### src/rtl/disp_pkg.sv
// disp_pkg: shared constants, scan state encoding and nibble helpers for the
// 6-digit 7-segment scan controller (display_scan_ctrl, display_tick_gen).
package disp_pkg;

    localparam logic [2:0] SEL_OFF    = 3'b111;   // decoder select code: all digits off
    localparam int         MAX_DIGITS = 6;
    localparam int         NIBBLE_W   = 4;

    typedef enum logic [1:0] {
        IDLE  = 2'd0,
        BLANK = 2'd1,
        SHOW  = 2'd2
    } scan_state_t;

    // Nibble idx of a 24-bit hex value; digit 0 is the least significant.
    // Out-of-range indices return 0.
    function automatic logic [NIBBLE_W-1:0] nibble_of(input logic [23:0] value,
                                                      input logic [2:0]  idx);
        logic [NIBBLE_W-1:0] nib;
        nib = '0;
        for (int k = 0; k < MAX_DIGITS; k++) begin
            if (idx == 3'(k)) begin
                nib = value[k*NIBBLE_W +: NIBBLE_W];
            end
        end
        return nib;
    endfunction

    // True when nibbles idx..num_digits-1 of value are all zero, i.e. the
    // digit at idx is a leading zero.
    function automatic logic upper_zero(input logic [23:0] value,
                                        input logic [2:0]  idx,
                                        input int          num_digits);
        logic all_zero;
        all_zero = 1'b1;
        for (int k = 0; k < MAX_DIGITS; k++) begin
            if ((k < num_digits) && (3'(k) >= idx) &&
                (value[k*NIBBLE_W +: NIBBLE_W] != '0)) begin
                all_zero = 1'b0;
            end
        end
        return all_zero;
    endfunction

endpackage

### src/rtl/display_tick_gen.sv
// display_tick_gen: per-digit slot counter for the display scan controller.
// Counts 0..SCAN_DIV-1 while enabled and wraps; a synchronous clear forces 0.
// Ports:
//   clk, rst    - clock and synchronous active-high reset
//   clr         - synchronous clear (priority over en)
//   en          - advance the count this cycle
//   blank_end   - count == BLANK_CYC-1 (never asserted when BLANK_CYC == 0)
//   slot_end    - count == SCAN_DIV-1
module display_tick_gen
    import disp_pkg::*;
#(
    parameter int SCAN_DIV  = 50000,
    parameter int BLANK_CYC = 500
) (
    input  logic clk,
    input  logic rst,
    input  logic clr,
    input  logic en,
    output logic blank_end,
    output logic slot_end
);

    localparam int CNT_W = (SCAN_DIV > 1) ? $clog2(SCAN_DIV) : 1;
    localparam logic [CNT_W-1:0] SLOT_LAST  = CNT_W'(SCAN_DIV - 1);
    localparam logic [CNT_W-1:0] BLANK_LAST = CNT_W'((BLANK_CYC == 0) ? 0 : BLANK_CYC - 1);

    logic [CNT_W-1:0] cnt_q;
    logic [CNT_W-1:0] cnt_d;

    assign slot_end  = (cnt_q == SLOT_LAST);
    assign blank_end = (BLANK_CYC != 0) && (cnt_q == BLANK_LAST);

    always_comb begin
        cnt_d = cnt_q;
        if (clr) begin
            cnt_d = '0;
        end else if (en) begin
            cnt_d = slot_end ? '0 : cnt_q + 1'b1;
        end
    end

    always_ff @(posedge clk) begin
        if (rst) begin
            cnt_q <= '0;
        end else begin
            cnt_q <= cnt_d;
        end
    end

endmodule

### src/rtl/display_scan_ctrl.sv
// display_scan_ctrl: time-multiplexed scan controller for a 6-digit 7-segment
// display. Latches a 24-bit hex value, snapshots it once per frame to avoid
// tearing, and rotates digit select / nibble towards the downstream decoder.
// Every digit slot opens with BLANK_CYC cycles of all-off to suppress ghosting.
// Optional build macro: LEADING_ZERO_BLANK_EN - blank leading-zero digits
// (digit 0 is always shown); slot timing and frame_done are unaffected.
// Ports:
//   sys_clk, sys_rst - clock and synchronous active-high reset
//   disp_en          - scan enable; low forces all digits off and clears counters
//   data_in          - hex value, digit k = data_in[4k+3:4k]
//   data_load        - one-cycle strobe capturing data_in into the shadow register
//   bit_disp         - registered digit select (3'b111 = all off)
//   data_disp        - registered nibble for the selected digit
//   frame_done       - registered pulse on the final SHOW cycle of the last digit
//
// Handshake: data_load is a plain strobe with no ready; every asserted cycle
// is accepted and the last one before a frame boundary wins.
module display_scan_ctrl
    import disp_pkg::*;
#(
    parameter int SCAN_DIV   = 50000,
    parameter int BLANK_CYC  = 500,
    parameter int NUM_DIGITS = 6
) (
    input  logic        sys_clk,
    input  logic        sys_rst,
    input  logic        disp_en,
    input  logic [23:0] data_in,
    input  logic        data_load,
    output logic [2:0]  bit_disp,
    output logic [3:0]  data_disp,
    output logic        frame_done
);

    localparam logic [2:0] LAST_IDX = 3'(NUM_DIGITS - 1);
    localparam scan_state_t SLOT_START = (BLANK_CYC == 0) ? SHOW : BLANK;

    scan_state_t state_q, state_d;
    logic [2:0]  idx_q, idx_d;
    logic [23:0] shadow_q, shadow_d;
    logic [23:0] active_q, active_d;
    logic [2:0]  bit_disp_q, bit_disp_d;
    logic [3:0]  data_disp_q, data_disp_d;
    logic        frame_done_q, frame_done_d;

    logic blank_end;
    logic slot_end;
    logic frame_end;
    logic snap;
    logic [3:0] cur_nib;

    display_tick_gen #(
        .SCAN_DIV  (SCAN_DIV),
        .BLANK_CYC (BLANK_CYC)
    ) u_tick (
        .clk       (sys_clk),
        .rst       (sys_rst),
        .clr       (~disp_en),
        .en        (state_q != IDLE),
        .blank_end (blank_end),
        .slot_end  (slot_end)
    );

    assign frame_end = (state_q == SHOW) && slot_end && (idx_q == LAST_IDX);
    // The next cycle begins a digit-0 slot: either leaving IDLE or wrapping a frame.
    assign snap      = disp_en && ((state_q == IDLE) || frame_end);
    assign cur_nib   = nibble_of(active_q, idx_q);

    // Next state and digit index
    always_comb begin
        state_d = state_q;
        idx_d   = idx_q;
        case (state_q)
            IDLE: begin
                idx_d = '0;
                if (disp_en) begin
                    state_d = SLOT_START;
                end
            end
            BLANK: begin
                if (!disp_en) begin
                    state_d = IDLE;
                    idx_d   = '0;
                end else if (blank_end) begin
                    state_d = SHOW;
                end
            end
            SHOW: begin
                if (!disp_en) begin
                    state_d = IDLE;
                    idx_d   = '0;
                end else if (slot_end) begin
                    state_d = SLOT_START;
                    idx_d   = (idx_q == LAST_IDX) ? 3'd0 : idx_q + 3'd1;
                end
            end
            default: begin
                state_d = IDLE;
                idx_d   = '0;
            end
        endcase
    end

    // Shadow / active data path; a load on the snapshot cycle bypasses the shadow.
    always_comb begin
        shadow_d = data_load ? data_in : shadow_q;
        active_d = active_q;
        if (snap) begin
            active_d = data_load ? data_in : shadow_q;
        end
    end

    // Registered outputs, one cycle behind the state/counter they describe.
    // disp_en low blanks immediately rather than waiting for IDLE to register.
    always_comb begin
        bit_disp_d   = SEL_OFF;
        data_disp_d  = '0;
        frame_done_d = 1'b0;
        if (disp_en) begin
            case (state_q)
                BLANK: begin
                    data_disp_d = cur_nib;
                end
                SHOW: begin
                    data_disp_d = cur_nib;
`ifdef LEADING_ZERO_BLANK_EN
                    if ((idx_q != 3'd0) && upper_zero(active_q, idx_q, NUM_DIGITS)) begin
                        bit_disp_d = SEL_OFF;
                    end else begin
                        bit_disp_d = idx_q;
                    end
`else
                    bit_disp_d = idx_q;
`endif
                end
                default: begin
                    data_disp_d = '0;
                end
            endcase
            frame_done_d = frame_end;
        end
    end

    always_ff @(posedge sys_clk) begin
        if (sys_rst) begin
            state_q      <= IDLE;
            idx_q        <= '0;
            shadow_q     <= '0;
            active_q     <= '0;
            bit_disp_q   <= SEL_OFF;
            data_disp_q  <= '0;
            frame_done_q <= 1'b0;
        end else begin
            state_q      <= state_d;
            idx_q        <= idx_d;
            shadow_q     <= shadow_d;
            active_q     <= active_d;
            bit_disp_q   <= bit_disp_d;
            data_disp_q  <= data_disp_d;
            frame_done_q <= frame_done_d;
        end
    end

    assign bit_disp   = bit_disp_q;
    assign data_disp  = data_disp_q;
    assign frame_done = frame_done_q;

endmodule

### config.mk
export PLATFORM = sky130hd
export DESIGN_NAME = display_scan_ctrl
export DESIGN_NICKNAME = d
export VERILOG_FILES = /design/src/rtl/disp_pkg.sv /design/src/rtl/display_tick_gen.sv /design/src/rtl/display_scan_ctrl.sv
export SDC_FILE = /design/constraint.sdc
export NUM_CORES = 1
export LEC_CHECK = 0
export ABC_AREA = 1
export CAP_MARGIN = 20
export CORE_ASPECT_RATIO = 1.5
export CORE_MARGIN = 2
export CORE_UTILIZATION = 56
export DETAILED_ROUTE_END_ITERATION = 7
export GPL_TIMING_DRIVEN = 0
export PLACE_DENSITY = 0.81
export SKIP_LAST_GASP = 1
export SLEW_MARGIN = 30
export SYNTH_ARGS = -nofsm -noshare
export SYNTH_HDL_FRONTEND = slang
export SYNTH_SLANG_ARGS = --single-unit
### constraint.sdc
create_clock -name sys_clk -period 2.4 [get_ports sys_clk]
set_clock_uncertainty 0.05 [all_clocks]
set_input_delay 0.48 -clock sys_clk [delete_from_list [all_inputs] [get_ports sys_clk]]
set_output_delay 0.48 -clock sys_clk [all_outputs]
set_load 0.02 [all_outputs]
* After elaboration in Yosys (flattened, before gate mapping) *
Cells that the tools add are included.

storage, ports and cells
  register bits = 77
  input port bits = 28
  output and inout port bits = 8

cells by class
  $add $sub $neg = 2
  equal/unequal tests = 13
  multiplexer cells = 19
  bitwise gates (word level) = 3
  reductions and logical operators = 13

operators by type and width
  operator                                                                count
  24-bit two-way mux                                                      1
  4-bit two-way mux                                                       6
  16-bit by 1-bit adder with 16-bit output, second input constant         1
  16-bit equality test, second input constant                             1
  16-bit by 9-bit equality test with 1-bit output, second input constant  1
  16-bit two-way mux                                                      1
  3-bit two-way mux                                                       4
  2-bit two-way mux                                                       5
  3-bit by 2-bit equality test with 1-bit output, second input constant   2
  3-bit equality test, second input constant                              2
  3-bit != test, second input constant                                    2
  2-bit case mux with 3 select lines                                      1
  3-bit case mux with 2 select lines                                      1
  3-bit OR reduction                                                      2
  2-bit != test, second input constant                                    2
  2-bit OR reduction                                                      2
  3-bit by 1-bit adder with 3-bit output, second input constant           1
  3-bit by 1-bit equality test with 1-bit output, second input constant   1
  1-bit logical AND                                                       3
  3-bit zero test                                                         1
  1-bit NOT                                                               3
  3-bit AND reduction                                                     1
  2-bit by 1-bit equality test with 1-bit output, second input constant   1
  2-bit equality test, second input constant                              1
  other kinds (4)                                                         4

* Depth between registers and ports, before layout *
  depth in word-level cells = 7
  depth in mapped cells = 10
  gate-level depth less buffers = 10

* Modules after synthesis *
From an unflattened synthesis, not the netlist that was laid out.

unflattened totals
  cells, all modules = 468
  area total of the unflattened synthesis = 3438.3 um2

by module, submodules not included
  module             times used  cells each  area each (um2)
  display_scan_ctrl  1           329         2528.7
  display_tick_gen   1           139         909.6

* Worst setup path after synthesis *
Ideal clock, no wire load.

  path type = register -> register
  start = register state_q[0]
  end = register u_tick.cnt_q[13]
  library setup time = 0.117 ns
  data arrival time = 1.513 ns
  slack = 0.720 ns
  cell stages (with the launch flop) = 9
  period minus slack after synthesis = 1.680 ns
  cells stage by stage = dfxtp_1 -> inv_1 -> ha_1 -> nor2_1 -> nand3_1 -> nor3_1 -> nand2_1 -> o21ai_0 -> nor2_1

on the way
  longest elaborated chain between the ends = 1

ends and longest elaborated chain
  element                 RTL line                  RTL
  from (decl)             display_scan_ctrl.sv:38   scan_state_t state_q, state_d;
  from (signal assigned)  display_scan_ctrl.sv:154  state_q <= state_d;
  2-bit nonzero test      display_scan_ctrl.sv:59   .en (state_q != IDLE),
  to (signal assigned)    display_tick_gen.sv:46    cnt_q <= cnt_d;
  to (decl)               display_tick_gen.sv:27    logic [CNT_W-1:0] cnt_q;

Every way passes these cells.
A chain may end at the register's enable or synchronous reset.

* Worst setup path in the final report *
  start = register state_q[1]
  end = register u_tick.cnt_q[13]

The elaborated chain is that of the path after synthesis.

==> run summary <==
### GRT
- 23.75% — overall global routing resource usage
- 2,947 — vias in the first global route
- 12.56 mm — first-pass GRT wire length
- 13 — largest net degree at the start of global routing
- 0 — residual overflow from global routing
- 43.27% — met2 GRT Util
- met2 — GRT Max-Usage Layer
- 0 — number of antenna violations at the first check in global routing
- 24.77% — met1 routing resource usage after global routing
- 4.916% — met3 Resource Use GR

### Routing
- 4 — drt first pass iters
- 0 — remaining number of nets flagged by the antenna check after routing
- 127 — DRC violation total after the first TritonRoute iteration
- 7.296 mm — Total Wirelength
- 0 — detailed-route DRC error count
- 5.177 — Avg Vias per Cell
- 12.54 um — Wirelength per Cell
- 3,013 — vias

### STA
- 482.6 MHz — maximum clock frequency
- 327.9 ps — worst setup margin
- 0 — Final Max Tran Viols
- 86.34% — final critical-path share of the clock period
- 0 — Final Hold Viols
- 56.57% — tightest slew margin relative to the limit
- 2072 ps — final period demand of the worst path
- 0 ps — final total negative setup slack
- no — unrepaired setup endpoints after global routing
- 646.5 ps — pin slew with the least headroom to its limit
- 0 — final setup violation count

### Floorplan
- 36 — num ports
- 35 — num rows
- 57.47% — initial core utilization
- 100.8 um — die height
- 68.54 um — overall die width
- 6087 um^2 — placeable core area
- 6908 um^2 — die area

### Yosys
- 1.252% — xor and xnor area share after synthesis
- 9.764% — synthesized-area fraction occupied by ao, oa, aoi and oai cells
- 493 — Syn Nets
- dfxtp_1 — most used flip-flop cell after synthesis
- 2.146% — Adder-Cell Fraction of Synth Area
- 3498 um^2 — synthesized area
- nand2_1 — most common cell in the synthesized netlist
- 7.622 um^2 — Avg Synthesized Cell Area
- dfxtp_1 — Yosys top cell by area
- 0% — Synth async-reset ratio
- 0 — number of enable flip-flop cells after synthesis
- 0 — YS warnings
- 77 — total of flip-flops plus latches after synthesis
- 28.54% — fraction of the mapped netlist area in simple logic gates
- 44.06% — register area share after synthesis
- simple AND/OR/NAND/NOR gates — combinational family with the most area after synthesis
- 44.06% — area fraction of the dominant cell type after synthesis
- dfxtp_1, nand2_1, nor2_1 — cell types occupying the most area after synthesis
- 459 — instance count of the mapped netlist
- 29 — unique cell type count in the Yosys netlist
- nand2_1, nor2_1, dfxtp_1, nand3_1, inv_1 — top post-synthesis cells by count
- 6.867% — share of cell area taken by muxes after synthesis

### Cells and area
- 18.53% — area delta synth->final
- 1699 um^2 — multi-input logic area
- 540 — number of fill cells in the layout
- 0 — antenna cells
- 10.43% — fraction of final layout cells sized beyond drive strength 1
- 1541 um^2 — area taken by flip-flops and latches
- 537 — final layout net count

### Setup path
- reg -> reg — crit path kind
- 2580 ps — required time of the critical path
- 5 — highest net fanout along the worst path
- 2260 ps — data arrival at the endpoint of the critical path
- register — crit end category
- register — crit start category

### Power and ir drop
- 906.6 nW/um^2 — cell area power density
- 1.804 nW — leakage power of the design
- 0.5920 mV — IR Drop Worst-Case VDD

### Clock network
- 0 — # hold bufs at CTS
- clkbuf_8 — clock root buffer master
- 3 — number of H-tree levels
- 0 — number of gates resized after CTS
- 2 — CTS max path bufs
- 340 ps — clock latency at the later pin of the worst-skew pair
- 9 — clock buffers created by TritonCTS
- 70 ps — clock edge transition at the registers on the reported setup and hold paths
- done — TritonCTS clock tree
- 77 — number of sinks on the clock net
- 0 — postcts setup bufs

### Placed design
- 33 — IO buf count
- 246.4 ps — setup slack at placement
- 0.8671 — routability cong.
- 5.575 mm — Final HPWL DP

### Worst hold path
- reg -> reg — type of the most critical hold path

### Run status
- completed — result of the run

### Job
- 0 — number of maximum-capacitance constraint violations

==> cell families after synthesis <==
family                     Yosys count
AOI/OAI and AO/OA                   52
xor gates and xnor gates             5
adders and majority gates            6
buffers and inverters               54
DFF                                 77
muxes                               24
and+or+nand+nor                    241
==> placed cells by master, fill, tap and decap left out, types with 2 or more instances in the layout <==
| cell type | count |
|---|---|
| a21oi_1 | 20 |
| a21oi_2 | 20 |
| buf_12 | 2 |
| buf_2 | 6 |
| buf_4 | 2 |
| bufinv_16 | 2 |
| clkbuf_1 | 9 |
| clkbuf_8 | 11 |
| clkdlybuf4s50_1 | 33 |
| clkinv_2 | 2 |
| dfxtp_1 | 77 |
| ha_1 | 6 |
| inv_1 | 32 |
| inv_2 | 2 |
| mux2i_1 | 24 |
| nand2_1 | 94 |
| nand3_1 | 42 |
| nand3_2 | 2 |
| nand4_1 | 4 |
| nor2_1 | 89 |
| nor3_1 | 6 |
| o21ai_0 | 9 |
| xnor2_1 | 2 |
| xor2_1 | 3 |
==> registers in the layout, indices dropped and copies added, names as in the netlist <==
name and count:
bit_disp 3, frame_done 1, u_tick.cnt_q 16, idx_q 3, state_q 2, shadow_q 24, active_q 24, data_disp 4
==> area by class of cell <==
| class | count | share of cell area (%) |
|---|---|---|
| flip-flops and latches | 77 | 37.18 |
| well taps | 74 | 2.233 |
| multi-input cells | 328 | 40.98 |
| clock inverters | 4 | 1.690 |
| clock buffers | 12 | 3.742 |
| plain buffers | 19 | 3.048 |
| inverters | 35 | 3.168 |
| repair buffers | 33 | 7.966 |
==> final timing paths <==
check          startpoint  cells past startpoint  slack [ps]                to
max            state_q[1]                      8         330  u_tick.cnt_q[13]
min          active_q[23]                      2         440      active_q[23]
max reg2reg    state_q[1]                      8         330  u_tick.cnt_q[13]
min reg2reg  active_q[23]                      2         440      active_q[23]
==> per-layer routing <==
| layer | vias up | wire length, um |
|---|---|---|
| met5 | - | 0 |
| met2 | 57 | 4111 |
| met1 | 1374 | 2820 |
| met4 | 0 | 138 |
| li1 | 1569 | - |
| met3 | 13 | 225 |
==> critical path, cell delays in order (launching register included) <==
cell and delay [ps]:
dfxtp_1 380, inv_1 90, ha_1 250, nor2_1 200
nand3_1 180, nor3_1 430, nand2_1 130, o21ai_0 180
nor2_1 70
==> power breakdown <==
| part | switching, mW | leakage (nW) | internal, mW |
|---|---|---|---|
| Combinational | 0.636 | 1.06 | 0.472 |
| Clock | 0.444 | 0.116 | 0.639 |
| Sequential | 0.111 | 0.631 | 1.46 |
| Total | 1.19 | 1.80 | 2.57 |
==> stage by stage <==
stage / std cells / hold slack [ps] / total power, mW / instance area [um^2] / util (%)
after global routing: 582 / 452.7 / 3.983 / 4146 / 68.12
after CTS: 582 / 442.3 / 3.781 / 4146 / 68.12
after detailed placement: 566 / 424.1 / 2.688 / 3921 / 64.42
final: 582 / 435.5 / 3.759 / 4146 / 68.12
after global placement: 566 / 413.7 / 2.654 / 3921 / 64.42
after floorplan: 459 / 402.4 / 2.427 / 3498 / -
No activity file was read; power rests on OpenSTA's default activity.
